--- config.mk ---
export PLATFORM = sky130hd
export DESIGN_NAME = spipoti_ramp
export DESIGN_NICKNAME = d
export VERILOG_FILES = /design/src/rtl/spipoti_ramp.sv
export SDC_FILE = /design/constraint.sdc
export NUM_CORES = 1
export LEC_CHECK = 0
export CAP_MARGIN = 10
export CORE_UTILIZATION = 30
export CTS_BUF_LIST = sky130_fd_sc_hd__clkbuf_2 sky130_fd_sc_hd__clkbuf_4 sky130_fd_sc_hd__clkbuf_8
export DETAILED_ROUTE_END_ITERATION = 10
export GPL_ROUTABILITY_DRIVEN = 0
export PLACE_DENSITY_LB_ADDON = 0.2
export SYNTH_ARGS = -nofsm -noshare
export SYNTH_HDL_FRONTEND = slang
export SYNTH_SLANG_ARGS = --single-unit
--- constraint.sdc ---
create_clock -name clk -period 4.22 [get_ports clk]
set_input_delay 0.633 -clock clk [delete_from_list [all_inputs] [get_ports clk]]
set_output_delay 0.633 -clock clk [all_outputs]
set_load 0.005 [all_outputs]
--- src/rtl/spipoti_ramp.sv ---
// Slew-rate limiter in front of the SPI digital-pot writer: walks 'value' toward a clamped
// target by at most STEP every DIVIDER enabled clock cycles, flagging busy and a done pulse.
module spipoti_ramp #(
  parameter int WIDTH      = 8,
  parameter int DIVIDER    = 100000,
  parameter int STEP       = 1,
  parameter int MIN_VALUE  = 0,
  parameter int MAX_VALUE  = 255,
  parameter int INIT_VALUE = 0
) (
  input  logic             clk,
  input  logic             rst_n,
  input  logic [WIDTH-1:0] target,
  input  logic             target_load,
  input  logic             enable,
  output logic [WIDTH-1:0] value,
  output logic             busy,
  output logic             done
);

  localparam int TW = (DIVIDER > 1) ? $clog2(DIVIDER) : 1;
  localparam logic [TW-1:0] TIMER_RELOAD = TW'(DIVIDER - 1);
  localparam logic [WIDTH:0] STEP_WIDE = (WIDTH + 1)'(STEP);
  localparam logic [WIDTH-1:0] STEP_V = WIDTH'(STEP);
  localparam int INIT_CLAMPED = (INIT_VALUE < MIN_VALUE) ? MIN_VALUE :
                                (INIT_VALUE > MAX_VALUE) ? MAX_VALUE : INIT_VALUE;
  localparam logic [WIDTH-1:0] INIT_V = WIDTH'(INIT_CLAMPED);

  typedef enum logic {S_IDLE, S_RAMP} state_t;

  // Compared as int so the bounds never fold into a constant unsigned comparison.
  function automatic logic [WIDTH-1:0] clamp(input logic [WIDTH-1:0] x);
    int xi;
    xi = int'(x);
    if (xi < MIN_VALUE) return WIDTH'(MIN_VALUE);
    if (xi > MAX_VALUE) return WIDTH'(MAX_VALUE);
    return x;
  endfunction

  state_t           state_q;
  logic [WIDTH-1:0] value_q;
  logic [WIDTH-1:0] tgt_q;
  logic [TW-1:0]    timer_q;
  logic             busy_q;
  logic             done_q;

  logic [WIDTH-1:0] tgt_d;
  logic [WIDTH-1:0] value_d;
  logic [WIDTH-1:0] stepped_d;
  logic [WIDTH:0]   dist_d;
  logic             close_d;
  logic             tick_d;
  logic             step_now_d;

  always_comb begin
    tgt_d   = target_load ? clamp(target) : tgt_q;
    tick_d  = (timer_q == '0);
    // Distance in WIDTH+1 bits so neither direction can wrap.
    if (tgt_q >= value_q) dist_d = {1'b0, tgt_q} - {1'b0, value_q};
    else                  dist_d = {1'b0, value_q} - {1'b0, tgt_q};
    close_d = (dist_d <= STEP_WIDE);
    if (close_d)              stepped_d = tgt_q;
    else if (tgt_q > value_q) stepped_d = value_q + STEP_V;
    else                      stepped_d = value_q - STEP_V;
    step_now_d = (state_q == S_RAMP) && enable && tick_d;
    value_d    = step_now_d ? stepped_d : value_q;
  end

  always_ff @(posedge clk or negedge rst_n) begin
    if (!rst_n) begin
      state_q <= S_IDLE;
      value_q <= INIT_V;
      tgt_q   <= INIT_V;
      timer_q <= TIMER_RELOAD;
      busy_q  <= 1'b0;
      done_q  <= 1'b0;
    end else begin
      tgt_q   <= tgt_d;
      value_q <= value_d;
      busy_q  <= (tgt_d != value_d);
      done_q  <= 1'b0;
      case (state_q)
        S_IDLE: begin
          timer_q <= TIMER_RELOAD;
          if (tgt_d != value_q) state_q <= S_RAMP;
        end
        S_RAMP: begin
          if (step_now_d) begin
            timer_q <= TIMER_RELOAD;
            // Arrival with a fresh, different target loaded on the same edge keeps ramping.
            if (close_d && (tgt_d == value_d)) begin
              state_q <= S_IDLE;
              done_q  <= 1'b1;
            end
          end else if (tgt_q == value_q) begin
            timer_q <= TIMER_RELOAD;
            if (tgt_d == value_q) begin
              state_q <= S_IDLE;
              done_q  <= 1'b1;
            end
          end else if (enable) begin
            timer_q <= timer_q - TW'(1);
          end
        end
      endcase
    end
  end

  assign value = value_q;
  assign busy  = busy_q;
  assign done  = done_q;

endmodule

### Word-level counts from Yosys, hierarchy flattened

Cells that the tools add are included.

* bits in registers: 36
* logic and storage cells: 45
* input port bits: 12
* output and inout port bits: 10

* equality and inequality tests: 6
* bitwise logic cells: 1
* add/subtract/negate cells: 5
* mux-type cells: 20
* reductions and logical operators: 4
* $lt $le $gt $ge: 3

Operators by type and width (number)
* $mux 17: 3
* $pmux 17 s2: 1
* $mux 8: 4
* $eq 8x8->1: 3
* $sub 8x8->9: 2
* $logic_not 17->1: 1
* $sub 17x1->17 const B: 1
* $ne 8x8->1: 2
* $mux 1: 10
* $le 9x1->1 const B: 1
* $mux 9: 1
* $add 8x1->8 const B: 1
* $ge 8x8->1: 1
* $gt 8x8->1: 1
* $sub 8x1->8 const B: 1
* $ne 4x2->1 const B: 1
* $logic_and 1x1->1: 3
* $pmux 1 s2: 1
* $not 1->1: 1

### Longest topological paths before layout

Gate-level depths: netlist of the first run.

* depth after elaboration: 10
* depth in mapped cells: 18
* mapped depth without buffers: 17

### Worst setup path after synthesis of the first run

Ideal clock, no wire load.

* path type: flip-flop to flip-flop
* start: register value_q[7], in the netlist value[7]
* end: register state_q
* path slack: 285 ps
* data required time: 4081 ps
* period minus slack after synthesis: 3935 ps
* data arrival time: 3796 ps
* cell stages (with the launch flop): 19
* cell sequence: dfrtp_1 > inv_1 > ha_1 > buf_2 > and3_4 > a221oi_2 > nand2_1 > nand2_1 > ha_1 > a21o_1 > a21oi_1 > o21ai_0 > o41ai_1 > xnor2_1 > o21ai_0 > o22ai_1 > a211oi_1 > nor4_1 > a31oi_1

* word-level cells in the longest chain between the ends: 10
* elaborated cells between the ends (all ways): 22
* those cells by class: add/sub (4); order compare (3); eq/ne (4); mux (10); reduce/logical (1)

Ends and longest elaborated chain
* from (decl): RTL line 41 `logic [WIDTH-1:0] value_q;`
* from (signal assigned): RTL line 79 `value_q <= value_d;`
* $sub 8x8->9 (tied with other cells): RTL line 60 `else dist_d = {1'b0, value_q} - {1'b0, tgt_q};`
* $mux 9: RTL line 59 `if (tgt_q >= value_q) dist_d = {1'b0, tgt_q} - {1'b0, value_q};`
* $le 9x1->1: RTL line 61 `close_d = (dist_d <= STEP_WIDE);`
* $mux 8: RTL line 62 `if (close_d) stepped_d = tgt_q;`
* $mux 8: RTL line 66 `value_d = step_now_d ? stepped_d : value_q;`
* $eq 8x8->1: RTL line 91 `if (close_d && (tgt_d == value_d)) begin`
* $logic_and 1x1->1: RTL line 91
* $mux 1: RTL line 91
* $mux 1: RTL line 88 `if (step_now_d) begin`
* $pmux 1 s2 *: RTL line 82 `case (state_q)`
* to (signal assigned): RTL line 85 `if (tgt_d != value_q) state_q <= S_RAMP;`
* to (signal assigned): RTL line 92 `state_q <= S_IDLE;`
* to (signal assigned): RTL line 98 `state_q <= S_IDLE;`
* to (decl): RTL line 40 `state_t state_q;`

Mark *: on every way between the ends. The rest lies on a longest branch, timed or not.
A chain may end at the register's enable or synchronous reset.

### Final worst setup path of the first run

* start: register value_q[0], in the netlist value[0]
* end: register state_q

The elaborated chain is that of the path after synthesis.

==> flow_summary.json, run 1 <==
{
  "finalSetupTns_ns": 0,
  "arrival_ns": 4.04,
  "drt_first_iter_violations": 183,
  "via_per_inst": 5.21,
  "worst-path-max-fanout": 9,
  "ys_flop_type": "sky130_fd_sc_hd__dfrtp_1",
  "max_cap_violations": 0,
  "io_buffer_count": 21,
  "netlist_instances": 394,
  "grt_overflow_total": 0,
  "grt_util_met3_pct": 2.15,
  "fin_area_sq_um": 3930,
  "grt_use_met2_pct": 30.3,
  "rsz0062_at_grt": "no",
  "worstSkewPairLatency_ns": 0.29,
  "gr-usage-met1_pct": 22.4,
  "worst_r2r_startpoint": "value[0]",
  "via_count": 3021,
  "synth_top_cells_by_area": "sky130_fd_sc_hd__dfrtp_1 20%, sky130_fd_sc_hd__ha_1 8.9%, sky130_fd_sc_hd__dfstp_2 8.1%",
  "cpPeakStageDelay_ns": 0.46,
  "layout.nets": 481,
  "final_common_cell": "sky130_fd_sc_hd__nand2_1",
  "largest_net_degree_at_the_start_of_global_routing": 37,
  "drv_slew": 0,
  "dpl.hpwl_mm": 7.28,
  "wl_per_cell_um": 15.9,
  "worst_ir_drop_vdd_uv": 298,
  "clock_path_buffers": 2,
  "static-leakage-power_nw": 1.67,
  "wire_length_of_the_first_global_routing_pass_mm": 15.4,
  "synth_cell_types": 66,
  "detailed_place.area_sq_um": 3810,
  "timing_worst_slew_pin_value_ns": 0.849,
  "num_io_pins": 22,
  "drive_above_1_share_pct": 15.8,
  "timing.final.ws_setup_ns": 0.346,
  "outcome": "complete, no violations",
  "clock.fmax_mhz": 258,
  "area.growth.synth_to_final_pct": 21.2,
  "synth_edf_count": 0,
  "drtAntennaViolNets": 0,
  "share_of_flip_flops_with_an_asynchronous_set_or_reset_after_synthesis_pct": 100,
  "die_height_um": 106,
  "cts.root.buffer_cell": "sky130_fd_sc_hd__clkbuf_8",
  "first_global_vias": 3123,
  "holdCritPathClass": "primary input to async pin",
  "crit_chain": "inv_1, ha_1, inv_1, fa_1, a211oi_1, o21bai_1, a21oi_1, mux2_2, o221a_2, nand2_1, buf_4, a21oi_1, nor3_1, buf_4, nor4_4, a31oi_1",
  "worst-endpoint-required_ns": 4.38,
  "insertedDiodeCount": 0,
  "initial_utilization_pct": 31.2,
  "die_area_sq_um": 11200,
  "cts_setup_buffers": 0,
  "drt_drc_violations_left": 0,
  "synthDominantCellAreaShare_pct": 20.0,
  "worstSetupPathType": "flip-flop to flip-flop",
  "cp-startpoint": "value[0]",
  "core.rowCount": 37,
  "place_ws_ns": 0.136,
  "postRouteWirelength_mm": 9.21,
  "fp.coreArea_sq_um": 10400,
  "finalCriticalPeriod_ns": 3.87,
  "timing_hold_violations_final": 0,
  "synth_area_leader_cell": "sky130_fd_sc_hd__dfrtp_1",
  "crit_path_top_delay_cell": "sky130_fd_sc_hd__dfrtp_1",
  "ys_ff_latch": 36,
  "startpoint_type": "flip-flop",
  "cts_max_level": 2,
  "netlist_area_sq_um": 3250,
  "clkSinkCount": 36,
  "end_kind": "flip-flop",
  "p_per_area_nw_per_um2": 437,
  "grt_antenna_before_repair": 0,
  "die_width_um": 106,
  "timing.slew.headroom_pct": 43.4,
  "clk_transition_reported_paths_ns": 0.08,
  "ys_seq_area_share_pct": 28.1,
  "setup-violations-final": 0,
  "synthesis.area_per_instance_sq_um": 8.24,
  "top_usage_layer": "met2",
  "drt_first_pass_iters": 4,
  "syn_nets": 432,
  "fin_worst_skew_ns": 0.00273,
  "fin_crit_sh_pct": 91.8,
  "clock_tree_from_tritoncts": "done",
  "yosysWarningCount": 0,
  "most-common-layout-cells": "42 x sky130_fd_sc_hd__nand2_1, 37 x sky130_fd_sc_hd__a21oi_1, 33 x sky130_fd_sc_hd__buf_4, 28 x sky130_fd_sc_hd__inv_1, 26 x sky130_fd_sc_hd__dfrtp_1",
  "globalRouteTotalUtil_pct": 17.4,
  "cts_made_buffers": 5
}
==> cells in the mapped netlist, drive strengths merged (7+ instances only) <==
cell	number
a211oi	9
a21o	7
a21oi	37
buf	8
dfrtp	26
dfstp	10
ha	23
inv	28
nand2	42
nand2b	8
nand3	19
nor2	24
nor3	15
nor4	7
o21ai	23
or3	7
xnor2	18
==> worst max-delay path, delay by kind of cell (launching register included) <==
kind,cells,cell delay [ns]
mux,1,0.23
simple gates,3,0.56
buf+inv,4,0.60
fa+ha+maj,2,0.61
flops,1,0.46
compound gates,6,1.29
==> kinds of logic (layout without fill, tap and decap cells) <==
family,Yosys count,in the layout,share of synthesized area (%)
and+or+nand+nor,145,145,24.2
xor gates and xnor gates,24,24,6.47
buffers and inverters,40,90,5.12
AOI/OAI and AO/OA,119,119,24.0
DFF,36,36,28.1
muxes,4,4,1.27
adders and majority gates,26,26,10.7
==> power breakdown <==
part	switching (W)	leakage [nW]	internal, W	total, W
Clock	0.000136	0.0586	0.000182	0.000318
Combinational	0.000459	1.20	0.000377	0.000836
Sequential	0.0000979	0.412	0.000469	0.000566
==> routing by layer <==
layer	part of all wire, %	vias to the layer above
li1	-	1538
met1	48	1423
met2	48	49
met3	2.6	11
met4	1.8	0
met5	0	-
==> through the flow <==
step                      instances  hold slack [ns]  power (W)  utilization (%)
final                           580            0.443    0.00172             37.8
after global routing            580            0.513    0.00187             37.8
after CTS                       580            0.470    0.00173             37.6
after detailed placement        572            0.492    0.00140             36.6
after global placement          572            0.494    0.00139             36.6
after floorplan                 394            0.337    0.00114                -
==> state kept, by name, summed over array words and instances, names as in the netlist <==
signal	cells
timer_q	17
tgt_q	8
value	8
busy	1
done	1
state_q	1
==> path summary, 6_finish.rpt <==
| kind | endpoint | slack (ns) | cells after the start |
|---|---|---|---|
| min in group clk | timer_q[16] | 0.50 | 2 |
| worst max register to register | state_q | 0.35 | 16 |
| worst min register to register | timer_q[16] | 0.50 | 2 |
| max in group asynchronous | value[3] | 3.25 | 1 |
| worst min-delay path | timer_q[5] | 0.44 | 1 |
| worst max-delay path | state_q | 0.35 | 16 |
==> repair_timing <==
item / CTS / global route
hold buffers: 0 / 0
gates resized for setup: 0 / 3
endpoints found under the hold margin: 0 / 0
setup endpoints to repair: 0 / 3
==> area by class of cell <==
class                      count  area [sq um]
clock buffer                   6          76.3
clock inverter                 2          35.0
fill                        1111          6480
inverter                      28           105
multi-input combinational    318          2180
sequential                    36           913
tap                          136           170
timing repair buffer          54           453
(Power assumes the default switching activity.)
==> run 2: changes to the inputs <==
--- a/config.mk
+++ b/config.mk
@@ -11,6 +11,7 @@
 export DETAILED_ROUTE_END_ITERATION = 10
 export GPL_ROUTABILITY_DRIVEN = 0
 export PLACE_DENSITY_LB_ADDON = 0.2
+export SLEW_MARGIN = 20
 export SYNTH_ARGS = -nofsm -noshare
 export SYNTH_HDL_FRONTEND = slang
 export SYNTH_SLANG_ARGS = --single-unit
==> results of run 2 <==
Same layout as run 1: the final DEF is identical, and so are final timing and power.
